`src/rtl/difftest_commit_monitor.sv`:
```
// difftest_commit_monitor
// Watches the per-cycle commit strobes of a core under co-simulation and
// decides whether the run ended in a trap (good or bad) or stalled with no
// commits for TIMEOUT enabled cycles. Counters and trap fields are held once
// the monitor leaves RUN, until reset.
//
// Optional feature macro: DIFFTEST_SIM_FINISH_EN
//   When defined, the monitor prints a one-line verdict and ends simulation
//   on the edge that enters TRAP or TIMEOUT. When undefined, the verdict is
//   visible only on the output ports.

module difftest_commit_monitor #(
    parameter int NUM_COMMIT = 6,
    parameter int TIMEOUT    = 5000,
    parameter int GOOD_CODE  = 0
) (
    input  logic                  clock,
    input  logic                  reset,
    input  logic                  enable,
    input  logic [NUM_COMMIT-1:0] io_commitValid,
    input  logic                  io_hasTrap,
    input  logic [2:0]            io_code,
    input  logic [63:0]           io_pc,
    input  logic [7:0]            io_coreid,
    output logic [63:0]           io_cycleCnt,
    output logic [63:0]           io_instrCnt,
    output logic [1:0]            io_state,
    output logic                  io_goodTrap,
    output logic [63:0]           io_trapPC,
    output logic [2:0]            io_trapCode
);

    localparam logic [1:0] ST_RUN     = 2'd0;
    localparam logic [1:0] ST_TRAP    = 2'd1;
    localparam logic [1:0] ST_TIMEOUT = 2'd2;

    localparam int CNT_W  = $clog2(NUM_COMMIT + 1);
    localparam int IDLE_W = $clog2(TIMEOUT + 1);

    localparam logic [2:0]        GOOD_CODE_L = 3'(GOOD_CODE);
    localparam logic [IDLE_W-1:0] IDLE_MAX    = IDLE_W'(TIMEOUT);
    localparam logic [IDLE_W-1:0] IDLE_LAST   = IDLE_W'(TIMEOUT - 1);

    logic [1:0]        state_reg, state_next;
    logic [63:0]       cycle_cnt_reg, cycle_cnt_next;
    logic [63:0]       instr_cnt_reg, instr_cnt_next;
    logic [IDLE_W-1:0] idle_cnt_reg, idle_cnt_next;
    logic [63:0]       trap_pc_reg, trap_pc_next;
    logic [2:0]        trap_code_reg, trap_code_next;
    logic              good_trap_reg, good_trap_next;

    logic [CNT_W-1:0]  commit_count;
    logic              any_commit;
    logic              run_active;

    // Ripple popcount of the commit strobes; each stage adds one channel.
    generate
        for (genvar gi = 0; gi < NUM_COMMIT; gi++) begin : g_pop
            logic [CNT_W-1:0] sum;
            if (gi == 0) begin : g_first
                assign sum = CNT_W'(io_commitValid[gi]);
            end else begin : g_rest
                assign sum = g_pop[gi-1].sum + CNT_W'(io_commitValid[gi]);
            end
        end
    endgenerate

    assign commit_count = g_pop[NUM_COMMIT-1].sum;
    assign any_commit   = |io_commitValid;
    assign run_active   = (state_reg == ST_RUN) && enable;

    // Next-state: only an enabled RUN cycle changes anything; trap beats timeout.
    always_comb begin
        state_next     = state_reg;
        cycle_cnt_next = cycle_cnt_reg;
        instr_cnt_next = instr_cnt_reg;
        idle_cnt_next  = idle_cnt_reg;
        trap_pc_next   = trap_pc_reg;
        trap_code_next = trap_code_reg;
        good_trap_next = good_trap_reg;
        if (run_active) begin
            cycle_cnt_next = cycle_cnt_reg + 64'd1;
            instr_cnt_next = instr_cnt_reg + 64'(commit_count);
            if (any_commit) begin
                idle_cnt_next = '0;
            end else if (idle_cnt_reg != IDLE_MAX) begin
                idle_cnt_next = idle_cnt_reg + 1'b1;
            end
            if (io_hasTrap) begin
                state_next     = ST_TRAP;
                trap_pc_next   = io_pc;
                trap_code_next = io_code;
                good_trap_next = (io_code == GOOD_CODE_L);
            end else if (!any_commit && (idle_cnt_reg == IDLE_LAST)) begin
                state_next = ST_TIMEOUT;
            end
        end
    end

    // State registers with synchronous reset overriding every other input.
    always_ff @(posedge clock) begin
        if (reset) begin
            state_reg     <= ST_RUN;
            cycle_cnt_reg <= '0;
            instr_cnt_reg <= '0;
            idle_cnt_reg  <= '0;
            trap_pc_reg   <= '0;
            trap_code_reg <= '0;
            good_trap_reg <= 1'b0;
        end else begin
            state_reg     <= state_next;
            cycle_cnt_reg <= cycle_cnt_next;
            instr_cnt_reg <= instr_cnt_next;
            idle_cnt_reg  <= idle_cnt_next;
            trap_pc_reg   <= trap_pc_next;
            trap_code_reg <= trap_code_next;
            good_trap_reg <= good_trap_next;
        end
    end

`ifdef DIFFTEST_SIM_FINISH_EN
    // Report the verdict and end the simulation on the edge leaving RUN.
    always_ff @(posedge clock) begin
        if (!reset && (state_reg == ST_RUN) && (state_next == ST_TRAP)) begin
            if (io_code == GOOD_CODE_L) begin
                $display("Core %0d: Hit Good Trap at pc %h", io_coreid, io_pc);
            end else begin
                $display("Core %0d: Hit Bad Trap code %0d at pc %h", io_coreid, io_code, io_pc);
            end
            $finish;
        end else if (!reset && (state_reg == ST_RUN) && (state_next == ST_TIMEOUT)) begin
            $display("Core %0d: No commit for %0d cycles, cycleCnt %0d", io_coreid, TIMEOUT, cycle_cnt_next);
            $finish;
        end
    end
`else
    // The core id only feeds the verdict messages.
    logic unused_coreid;
    assign unused_coreid = ^io_coreid;
`endif

    assign io_cycleCnt = cycle_cnt_reg;
    assign io_instrCnt = instr_cnt_reg;
    assign io_state    = state_reg;
    assign io_goodTrap = good_trap_reg;
    assign io_trapPC   = trap_pc_reg;
    assign io_trapCode = trap_code_reg;

endmodule

```
`config.mk`:
```
export PLATFORM = sky130hd
export DESIGN_NAME = difftest_commit_monitor
export DESIGN_NICKNAME = d
export VERILOG_FILES = /design/src/rtl/difftest_commit_monitor.sv
export SDC_FILE = /design/constraint.sdc
export NUM_CORES = 1
export LEC_CHECK = 0
export ABC_AREA = 1
export ABC_CLOCK_PERIOD_IN_PS = 6500
export CAP_MARGIN = 10
export CORE_ASPECT_RATIO = 0.75
export CORE_UTILIZATION = 55
export CTS_BUF_LIST = sky130_fd_sc_hd__clkbuf_8
export CTS_CLUSTER_SIZE = 28
export DETAILED_ROUTE_END_ITERATION = 8
export PLACE_DENSITY = 0.95
export SLEW_MARGIN = 25
export SYNTH_ARGS = -nofsm -noshare
export SYNTH_HDL_FRONTEND = slang
export SYNTH_SLANG_ARGS = --single-unit
```
`constraint.sdc`:
```
create_clock -name clock -period 6.5 [get_ports clock]
set_clock_uncertainty 0.05 [all_clocks]
set_input_delay 0.65 -clock clock [delete_from_list [all_inputs] [get_ports clock]]
set_output_delay 0.65 -clock clock [all_outputs]
set_load 0.03 [all_outputs]
```
==> impl_results.md <==
* Pins over their slew limit at 0
* Core Area at 18800 um2
* Vias at 12200
* Initial antenna violation count at 0
* ANT cells at 0
* Final worst slack at between 3 and 4 ns
* Mean Syn Cell Area at 6.55 um2
* CTS H-Tree Depth at 2
* Layout area overhead at 33.1%
* Max incr delay on CP at 0.56 ns
* Nature of the critical path startpoint: input port
* Number of global-route vias before repair at roughly 12000
* Worst-margin pin slew at 0.892 ns
* Largest net degree at the start of global routing at 83
* Clock buffer depth at 3
* Die X at 164 um
* CTS tree: built
* Slowest cell on the critical path: fa_1
* Final antenna-violating net count at 0
* Die area at 20200 um2
* Die height at approximately 120 um
* WHS at 0.414 ns
* Ratio of cells with drive above 1 in the final layout at 6.06%
* Max-slew headroom at the worst pin at between 40% and 50%
* Io pins at 283
* Hold Vio Cnt, Final at 0
* Share of the synthesized area in the top cell type at 39.1%
* Dominant cells by area after synthesis: dfxtp_1 39%, nand2_1 15%, nor2_1 9.4%
* Final setup fails at 0
* Pwr Density at 196 nW/um2
* Dpl cells at about 2100
* Net count, final at between 2000 and 2500
* Post-Syn Area at 10800 um2
* Routed WL per cell at 16.1 um
* Synth area leader: dfxtp_1
* Max-Cap Viols at 0
* Number of buffers added for setup after CTS at 0
* Most frequent cells after synthesis: 432 x nand2_1, 269 x nor2_1, 211 x dfxtp_1, 178 x inv_1, 133 x a21oi_1
* Post-Route WL at 35.3 mm
* Synth Flop Type: dfxtp_1
* Crit Path Class: in2reg
* Final Critical Period at 3.48 ns
* Post-synthesis cell count at 1648
* Grt met1 use at 44.4%
* Pre-Repair DR Iteration Count at 5
* LEAKAGE at slightly above 5 nW
* Most frequent cell after synthesis: nand2_1
* Grt met3 use at between 8 and 9%
* Fin util at between 70 and 80%
* Critical Path RT at 6.83 ns
* Crit path DAT at between 3 and 4 ns
* Post_cts resized at 0
* Total CTS buffers at 35
* Synth cell types at 38
* DP Wirelength at 25.3 mm
* Worst-skew pair later-pin latency at 0.53 ns
* YS warnings at 0
* Peak VDD IR at 0.188 mV
* Cell row count at 43
* RSZ-0062 raised after global routing: no
* Clock net sink count at 211
* DR vias/cell at between 5 and 6
* CP Capture Type: register
* First-pass GRT wire length at about 56 mm
* Number of synthesized flops with an enable pin at 0
* GRT Resource Usage Total at between 30% and 40%
* CP Cell Sequence: clkdlybuf4s50_1, fa_1, inv_1, fa_1, inv_1, fa_1, nand2_1, nand2_1, nand3_1, nand2_1, nand3_1, nor2_2, nand3_1, nand2_1, nor2_1
* Sequential-to-total area share from yosys stat at 39.1%
* IO Port Bufs at 274
* Clock root buffer: clkbuf_8
* Async set or reset register ratio after synthesis at 0%
* Final period utilization at between 50% and 60%
* First-iteration detailed-routing DRC count at 1476
* Worst path most repeated cell: nand2_1
* F_max at 287 MHz
* Syn nets at 1743
* GRT met2 Usage at 57.0%
* Initial Util at between 50 and 60%
* Final Wtd Congestion at between 0.9 and 1
* Hold Crit Class: reg2reg
* #FFs+latches synth at 211
* Total Neg Setup Slack at 0 ns
* Max FO, Critical Path at 5
* Fin cells at between 2000 and 2500
* Grt ovf at 0
* Clock Pin Slew Worst Setup and Hold Paths at 0.07 ns
* Global routing's busiest layer: met2
* Status: completed
* CTS Hold Buffers Added at 0
* Setup WS pre-CTS at 2.57 ns
* DRC Markers at 0
-- routing by layer --
layer | routed length (um) | vias up
met5 | 0 | -
met1 | 14100 | 5493
met4 | 1240 | 0
met3 | 3910 | 131
li1 | - | 5842
met2 | 16100 | 754
-- logic make-up after synthesis --
kind of cell | synth area share [%]
compound gates | 9.77
buf+inv | 8.17
fa+ha+maj | 1.37
xor+xnor | 2.11
simple gates | 39.4
flops | 39.1
-- layout by cell type (no fill, tap or decap), types with 2 or more instances in the layout --
master | synthesis | layout
and2_1 | 2 | 2
nand3_1 | 105 | 105
clkinv_2 | 0 | 3
xor2_1 | 20 | 20
xnor2_1 | 6 | 6
buf_4 | 3 | 6
nand2_1 | 432 | 431
and3_1 | 3 | 3
nor2_4 | 11 | 11
nor2_2 | 21 | 21
a31oi_1 | 3 | 3
nand3_2 | 9 | 9
o21a_1 | 5 | 5
clkdlybuf4s50_1 | 0 | 273
dfxtp_1 | 211 | 211
nor2_1 | 269 | 269
nor3_2 | 3 | 3
a21oi_1 | 133 | 133
nand2_2 | 11 | 12
nand3b_1 | 2 | 2
o21ai_0 | 53 | 53
clkbuf_8 | 0 | 41
nor3_1 | 44 | 44
fa_1 | 3 | 3
inv_2 | 5 | 6
inv_1 | 178 | 192
o21bai_1 | 4 | 4
nor3b_1 | 2 | 2
nand4_1 | 53 | 53
ha_1 | 7 | 7
o21ai_1 | 4 | 4
-- power by group --
group	internal [mW]	switching, mW
clock network	0.615	0.557
logic	0.125	0.181
registers	1.32	0.0177
-- worst max-delay path: cells and delay by family --
family | cells | cell delay [ns]
buffers and inverters | 3 | 0.60
AND/OR/NAND/NOR | 9 | 1.26
adder cells (fa/ha/maj) | 3 | 1.28
-- path summary, 6_finish.rpt --
check                            endpoint                  startpoint  slack (ns)  cells past startpoint
min            io_trapPC[42]$_SDFFE_PP0P_  io_trapPC[42]$_SDFFE_PP0P_        0.41                      2
min reg2reg    io_trapPC[42]$_SDFFE_PP0P_  io_trapPC[42]$_SDFFE_PP0P_        0.41                      2
max reg2reg     io_trapPC[3]$_SDFFE_PP0P_    io_state[0]$_SDFFE_PP0P_        3.67                     10
max          io_instrCnt[40]$_SDFFE_PP0P_           io_commitValid[0]        3.02                     15
-- layout make-up --
cell class | count | area (um2)
multi-input cells | 1211 | 5690
fillers | 1365 | 4460
flip-flops and latches | 211 | 4220
repair buffers | 279 | 2780
inverters | 183 | 687
clock buffers | 41 | 564
well taps | 247 | 309
clock inverters | 21 | 118
-- through the flow --
step / power [mW] / area, um2
2_1_floorplan: 1.53 / 10800
3_3_place_gp: 1.65 / 13700
3_5_place_dp: 1.66 / 13700
4_1_cts: 2.82 / 14400
5_1_grt: 2.91 / 14400
6_report: 2.82 / 14400
Note: power is estimated with default switching activity, not from simulation.
